==> config.mk <==
export PLATFORM = sky130hd
export DESIGN_NAME = fifo_rr_scheduler
export DESIGN_NICKNAME = d
export VERILOG_FILES = /design/src/rtl/fifo_rr_scheduler.sv
export SDC_FILE = /design/constraint.sdc
export NUM_CORES = 1
export LEC_CHECK = 0
export ABC_AREA = 1
export BUFFER_PORTS_ARGS = -buffer_cell sky130_fd_sc_hd__buf_2
export CAP_MARGIN = 25
export CORE_MARGIN = 2
export CORE_UTILIZATION = 47
export CTS_BUF_LIST = sky130_fd_sc_hd__clkbuf_4
export DETAILED_ROUTE_END_ITERATION = 10
export PLACE_DENSITY_LB_ADDON = 0.1
export SLEW_MARGIN = 10
export SYNTH_ARGS = -nofsm -noshare
export SYNTH_HDL_FRONTEND = slang
export SYNTH_SLANG_ARGS = --single-unit
export TNS_END_PERCENT = 5
==> constraint.sdc <==
create_clock -name clk -period 2.5 [get_ports clk]
set_input_delay 0.5 -clock clk [delete_from_list [all_inputs] [get_ports clk]]
set_output_delay 0.5 -clock clk [all_outputs]
set_load 0.02 [all_outputs]
==> src/rtl/fifo_rr_scheduler.sv <==
`default_nettype none
// ============================================================================
// Module   : fifo_rr_scheduler
// Purpose  : Access scheduler in front of an 8-entry synchronous FIFO. Two
//            writers and one reader share the FIFO. At most one transfer is
//            granted per cycle: round-robin between the writers, alternation
//            between write and read. The chosen command is registered onto the
//            FIFO command inputs. A shadow occupancy count blocks writes when
//            full and reads when empty, so the FIFO never sees an illegal op.
// Ports    : clk, reset_n (async, active low), clear (sync flush)
//            wr_req0/1, wr_data0/1, rd_req       - requester side
//            wr_gnt0/1, rd_gnt                   - combinational grants
//            fifo_wr_en/rd_en/opclear, fifo_din  - registered FIFO commands
//            count, full, empty, cmd_state       - status
// Options  : FIFO_SCHED_RD_PRIORITY_EN - when defined, a legal read always
//            beats a pending write and the write/read turn bit is removed.
// Revision : 1.0 - initial release
// ============================================================================
module fifo_rr_scheduler #(
  parameter int DEPTH      = 8,
  parameter int DATA_WIDTH = 32,
  parameter int CNT_WIDTH  = 4
) (
  input  logic                  clk,
  input  logic                  reset_n,
  input  logic                  clear,
  input  logic                  wr_req0,
  input  logic                  wr_req1,
  input  logic [DATA_WIDTH-1:0] wr_data0,
  input  logic [DATA_WIDTH-1:0] wr_data1,
  input  logic                  rd_req,
  output logic                  wr_gnt0,
  output logic                  wr_gnt1,
  output logic                  rd_gnt,
  output logic                  fifo_wr_en,
  output logic                  fifo_rd_en,
  output logic                  fifo_opclear,
  output logic [DATA_WIDTH-1:0] fifo_din,
  output logic [CNT_WIDTH-1:0]  count,
  output logic                  full,
  output logic                  empty,
  output logic [1:0]            cmd_state
);

  localparam logic [1:0] ST_NOP   = 2'b00;
  localparam logic [1:0] ST_WRITE = 2'b01;
  localparam logic [1:0] ST_READ  = 2'b10;
  localparam logic [1:0] ST_CLEAR = 2'b11;

  logic [1:0]            cmd_state_q, cmd_state_d;
  logic [CNT_WIDTH-1:0]  count_q, count_d;
  logic [DATA_WIDTH-1:0] din_q, din_d;
  logic                  rr_q, rr_d;
`ifndef FIFO_SCHED_RD_PRIORITY_EN
  logic                  turn_q, turn_d;
`endif

  logic full_w, empty_w;
  logic wr_pend, rd_pend;   // a legal write candidate / legal read exists
  logic wr_sel;             // which writer would be served
  logic do_wr, do_rd;       // the single transfer chosen this cycle

  assign full_w  = (count_q == CNT_WIDTH'(DEPTH));
  assign empty_w = (count_q == '0);

  assign wr_pend = (wr_req0 | wr_req1) & ~full_w & ~clear;
  assign rd_pend = rd_req & ~empty_w & ~clear;
  // With a single requester it is served regardless of the pointer.
  assign wr_sel  = (wr_req0 & wr_req1) ? rr_q : wr_req1;

`ifdef FIFO_SCHED_RD_PRIORITY_EN
  assign do_rd = rd_pend;
  assign do_wr = wr_pend & ~rd_pend;
`else
  // turn only arbitrates when both kinds are legal this cycle.
  assign do_wr = wr_pend & (~rd_pend | ~turn_q);
  assign do_rd = rd_pend & (~wr_pend | turn_q);
`endif

  assign wr_gnt0 = do_wr & ~wr_sel;
  assign wr_gnt1 = do_wr &  wr_sel;
  assign rd_gnt  = do_rd;

  // State register
  always_ff @(posedge clk or negedge reset_n) begin
    if (!reset_n) begin
      cmd_state_q <= ST_NOP;
      count_q     <= '0;
      din_q       <= '0;
      rr_q        <= 1'b0;
`ifndef FIFO_SCHED_RD_PRIORITY_EN
      turn_q      <= 1'b0;
`endif
    end else begin
      cmd_state_q <= cmd_state_d;
      count_q     <= count_d;
      din_q       <= din_d;
      rr_q        <= rr_d;
`ifndef FIFO_SCHED_RD_PRIORITY_EN
      turn_q      <= turn_d;
`endif
    end
  end

  // Next-state logic
  always_comb begin
    cmd_state_d = ST_NOP;
    count_d     = count_q;
    din_d       = din_q;
    rr_d        = rr_q;
`ifndef FIFO_SCHED_RD_PRIORITY_EN
    turn_d      = turn_q;
`endif
    if (clear) begin
      cmd_state_d = ST_CLEAR;
      count_d     = '0;
    end else if (do_wr) begin
      cmd_state_d = ST_WRITE;
      count_d     = count_q + CNT_WIDTH'(1);
      din_d       = wr_sel ? wr_data1 : wr_data0;
      rr_d        = ~wr_sel;
`ifndef FIFO_SCHED_RD_PRIORITY_EN
      turn_d      = 1'b1;
`endif
    end else if (do_rd) begin
      cmd_state_d = ST_READ;
      count_d     = count_q - CNT_WIDTH'(1);
`ifndef FIFO_SCHED_RD_PRIORITY_EN
      turn_d      = 1'b0;
`endif
    end
  end

  // Output decode
  always_comb begin
    fifo_wr_en   = (cmd_state_q == ST_WRITE);
    fifo_rd_en   = (cmd_state_q == ST_READ);
    fifo_opclear = (cmd_state_q == ST_CLEAR);
  end

  assign fifo_din  = din_q;
  assign count     = count_q;
  assign full      = full_w;
  assign empty     = empty_w;
  assign cmd_state = cmd_state_q;

endmodule
`default_nettype wire
## Word-level counts from Yosys, hierarchy flattened

Index checks and enable logic that the tools add are counted.

| storage, ports and cells | value |
|---|---|
| bits in registers | 40 |
| word-level logic and storage cells | 45 |

| cells by class | value |
|---|---|
| add/subtract/negate cells | 2 |
| equality and inequality tests | 4 |
| multiplexer cells | 10 |
| bitwise gates (word level) | 19 |
| reductions and logical operators | 5 |

Operators by type and width:

| kind | number |
|---|---|
| $mux W32 | 1 |
| $mux W4 | 3 |
| $and A1 B1 Y1 | 9 |
| $not A1 Y1 | 7 |
| $mux W2 | 3 |
| $add A4 B1 Y4 const B | 1 |
| $eq A2 B2 Y1 const B | 2 |
| $eq A4 B4 Y1 const B | 1 |
| $logic_not A4 Y1 | 1 |
| $reduce_and A2 Y1 | 2 |
| $sub A4 B1 Y4 const B | 1 |
| $mux W1 | 3 |
| $or A1 B1 Y1 | 3 |
| $reduce_bool A3 Y1 | 1 |
| $eq A2 B1 Y1 const B | 1 |
| $reduce_bool A2 Y1 | 1 |

## Longest topological paths before layout

| logic depth | value |
|---|---|
| depth after elaboration | 10 |
| mapped depth | 14 |
| depth with buffers taken out | 13 |

## Worst setup path after synthesis

OpenSTA, ideal clock, no wires.

| timing | value |
|---|---|
| kind | reg-to-reg |
| start | register count_q[1] (netlist: count[1]) |
| end | register count_q[3] (netlist: count[3]) |
| arrival | 1.969 ns |
| required time | 2.382 ns |
| path slack | 0.413 ns |
| cell stages (with the launch flop) | 14 |
| path buffers | 1 |
| period minus slack after synthesis | 2.087 ns |
| path through | dfrtp_1 inv_1 nand2_1 nor2_2 nor2_2 nand2_4 buf_2 ha_1 a21oi_1 nand3_1 nand2_1 nand2_1 nand2_1 nand2_1 |

RTL lines:

| element | RTL line | source |
|---|---|---|
| start: declaration | 51 | `logic [CNT_WIDTH-1:0] count_q, count_d;` |
| start signal: assignment | 96 | `count_q <= count_d;` |
| $eq A4 B4 Y1 (*) | 63 | `assign full_w = (count_q == CNT_WIDTH'(DEPTH));` |
| named net full | 40 | `output logic full,` |
| $not A1 Y1 (*) | 66 | `assign wr_pend = (wr_req0 \| wr_req1) & ~full_w & ~clear;` |
| $and A1 B1 Y1 (*) (2 in series) | 66 |  |
| $not A1 Y1 | 77 | `assign do_rd = rd_pend & (~wr_pend \| turn_q);` |
| $or A1 B1 Y1 | 77 |  |
| $and A1 B1 Y1 | 77 |  |
| $reduce_bool A3 Y1 (no source line) | - |  |

The timed path passes the listed nets; every way through them passes the cells marked *. The select of a mux whose other input is x is not followed.
A chain may end at the register's enable or synchronous reset.

## Worst setup path in the final report

| timing | value |
|---|---|
| start | register count_q[1] (netlist: count[1]) |
| end | output wr_gnt1 |

| between the ends | value |
|---|---|
| word-level cells in the longest chain between the ends | 8 |

RTL lines:

| element | RTL line | source |
|---|---|---|
| $logic_not A4 Y1 | 64 | `assign empty_w = (count_q == '0);` |
| $not A1 Y1 | 67 | `assign rd_pend = rd_req & ~empty_w & ~clear;` |
| $and A1 B1 Y1 (2 in series) | 67 |  |
| $not A1 Y1 | 76 | `assign do_wr = wr_pend & (~rd_pend \| ~turn_q);` |
| $or A1 B1 Y1 | 76 |  |
| $and A1 B1 Y1 (*) | 76 |  |
| $and A1 B1 Y1 (*) | 81 | `assign wr_gnt1 = do_wr & wr_sel;` |
| end: declaration | 33 | `output logic wr_gnt1,` |

Mark *: on every way between the ends. The rest lies on a longest branch, timed or not.

==> results.sh <==
export IMPL_status="complete, no violations"
export IMPL_cts_max_level=2
export IMPL_die_area_sq_mm=0.00527
export IMPL_ios=116
export IMPL_post_cts_buffers=0
export IMPL_clk_path_buf_depth=2
export IMPL_grt_overflow=0
export IMPL_seq_area_frac_synth=0.452
export IMPL_wl_met2_um=2660
export IMPL_startpoint="count[1]"
export IMPL_fin_nets=508
export IMPL_grt_pass1_vias=2062
export IMPL_ir_drop_v=0.000461
export IMPL_cts_resized=0
export IMPL_top_layer="met4"
export IMPL_diodes=0
export IMPL_grt_setup_unrepaired="false"
export IMPL_cts_tree="built"
export IMPL_synth_edf_count=0
export IMPL_dp_cells=480
export IMPL_synth_flop_cell="dfrtp_1"
export IMPL_critPathLaunchType="register"
export IMPL_fin_crit_ns=2.23
export IMPL_leakagePower_nw=1.83
export IMPL_dr_pass1_iters=4
export IMPL_cts_root_buffer_cell="clkbuf_4"
export IMPL_dpl_hpwl_um=4120
export IMPL_powerDensity_mw_per_mm2=1080
export IMPL_fp_dieH_um=72.6
export IMPL_wl_met3_um=406
export IMPL_wl_per_cell_um=11.5
export IMPL_cap_violations=0
export IMPL_remaining_drc_errors=0
export IMPL_worstMarginPinSlew_ns=0.853
export IMPL_crit_path_max_fanout=22
export IMPL_initial_core_util=0.498
export IMPL_avgSynthCellArea_sq_um=6.85
export IMPL_postSynthCellCount=323
export IMPL_yosysWarnings=0
export IMPL_routed_wl_um=5590
export IMPL_hold_violations=0
export IMPL_hold_class="primary input to asynchronous set/reset pin"
export IMPL_place_congestion=0.821
export IMPL_postSynthRegisterBits=40
export IMPL_postSynth_asyncResetShare=1.00
export IMPL_fill_cells=434
export IMPL_rows=24
export IMPL_track_usage=0.222
export IMPL_postCtsHoldBufs=0
export IMPL_period_share=0.894
export IMPL_drive_gt1_frac=0.307
export IMPL_drt_iter0_drc=128
export IMPL_area_delta_synth_final_pct=29.4
export IMPL_fmaxAchievable_ghz=0.448
export IMPL_slew_headroom=0.431
export IMPL_antenna_left=0
export IMPL_worstPathArrival_ns=1.73
export IMPL_cts_sinks=40
export IMPL_synth_net_count=396
export IMPL_antenna_found_initial=0
export IMPL_wirelength_met1_um=2480
export IMPL_final_setup_tns_ns=0
export IMPL_portBuffers=115
export IMPL_fin_cells=488
export IMPL_cp_required_ns=2.00
export IMPL_grt_max_degree=41
export IMPL_via_per_inst=4.79
export IMPL_clk_latency_ns=0.35
export IMPL_skew_ns=0.0102
export IMPL_drv_slew=0
export IMPL_crit_type="register to output port"
export IMPL_clk_pin_slew_ns=0.12
export IMPL_r2r_start="count[1]"
export IMPL_vias=2337
export IMPL_core_sq_mm=0.00444
export IMPL_die_w_um=72.6
export IMPL_finalSetupViolCount=0
export IMPL_grt_pass1_wl_um=9170
export IMPL_synth_cell_types=19
export IMPL_end_kind="output port"
export IMPL_numCtsBuffers=5
export IMPL_synth_area_sq_mm=0.00221
==> layer usage <==
layer,GRT usage,up-vias
met2,0.369,94
met5,0,-
met3,0.0635,4
met1,0.279,1013
li1,-,1226
met4,0.0720,0
==> final cells by class <==
type	instances	area, sq um	share of cell area
Clock buffer	7	52.6	0.0184
Clock inverter	1	3.75	0.00131
Inverter	17	63.8	0.0223
Multi-Input combinational cell	249	1050	0.366
Sequential cell	40	1000	0.350
Tap cell	52	65.1	0.0227
Timing Repair Buffer	122	628	0.220
==> per-stage QoR <==
stage | util | hold WS [ns] | power, mW | cell area (sq um) | setup WS [ns]
after floorplan | - | 0.204 | 2.25 | 2210 | 0.413
after global placement | 0.631 | 0.458 | 2.75 | 2810 | 0.381
after detailed placement | 0.631 | 0.461 | 2.80 | 2810 | 0.297
after CTS | 0.644 | 0.271 | 3.14 | 2860 | 0.240
after global routing | 0.644 | 0.321 | 3.36 | 2860 | 0.0915
final | 0.644 | 0.241 | 3.10 | 2860 | 0.266
==> final timing paths <==
kind                                end  slack (ns)  cells past startpoint
setup / recovery                wr_gnt1        0.27                      6
hold / removal                 count[0]        0.24                      1
setup reg to reg               count[3]        0.46                     12
hold reg to reg            fifo_din[15]        0.48                      2
max in group asynchronous  fifo_din[25]        1.71                      1
min in group clk           cmd_state[1]        0.42                      3
==> power breakdown <==
group	switching, mW	internal (mW)
Clock	0.201	0.130
Combinational	1.10	0.562
Sequential	0.180	0.934
==> worst max-delay path, cell delays in order, from the launching register on <==
cell and delay, ns:
dfrtp_1 0.44, nor2_1 0.16, nand2_1 0.12, nand3_1 0.13, nand2_4 0.17, nor2_1 0.18, buf_2 0.19
==> synth_stat cells (2+ instances only) <==
library cell | n | area (sq um)
dfrtp_1 | 40 | 1000
clkbuf_1 | 6 | 22.5
buf_2 | 5 | 25.0
inv_1 | 15 | 56.3
o21ai_0 | 4 | 20.0
nand2_1 | 186 | 698
ha_1 | 2 | 25.0
nand3_1 | 39 | 195
nor2_1 | 8 | 30.0
inv_2 | 2 | 7.51
a21oi_1 | 3 | 15.0
nor2_2 | 2 | 12.5
buf_4 | 4 | 30.0
buf_6 | 2 | 22.5
==> state kept, by name, indices dropped and copies added, names as in the netlist <==
signal     count
turn_q         1
count          4
rr_q           1
cmd_state      2
fifo_din      32
==> cell usage in the layout, fill, tap and decap left out, types with 2 or more instances in the layout <==
master,n
nand2_1,186
buf_2,115
dfrtp_1,40
nand3_1,39
inv_1,15
nor2_1,8
clkbuf_4,7
buf_4,7
o21ai_0,4
a21oi_1,3
inv_2,2
nor2_2,2
ha_1,2
==> logic make-up (layout without fill, tap and decap cells) <==
family / count (synthesis) / count (layout) / synth area share
DFF: 40 / 40 / 0.452
xor gates and xnor gates: 1 / 1 / 0.00396
buffers and inverters: 34 / 147 / 0.0741
adders and majority gates: 3 / 3 / 0.0204
and+or+nand+nor: 237 / 237 / 0.431
AOI/OAI and AO/OA: 8 / 8 / 0.0181
(Power assumes the default switching activity.)
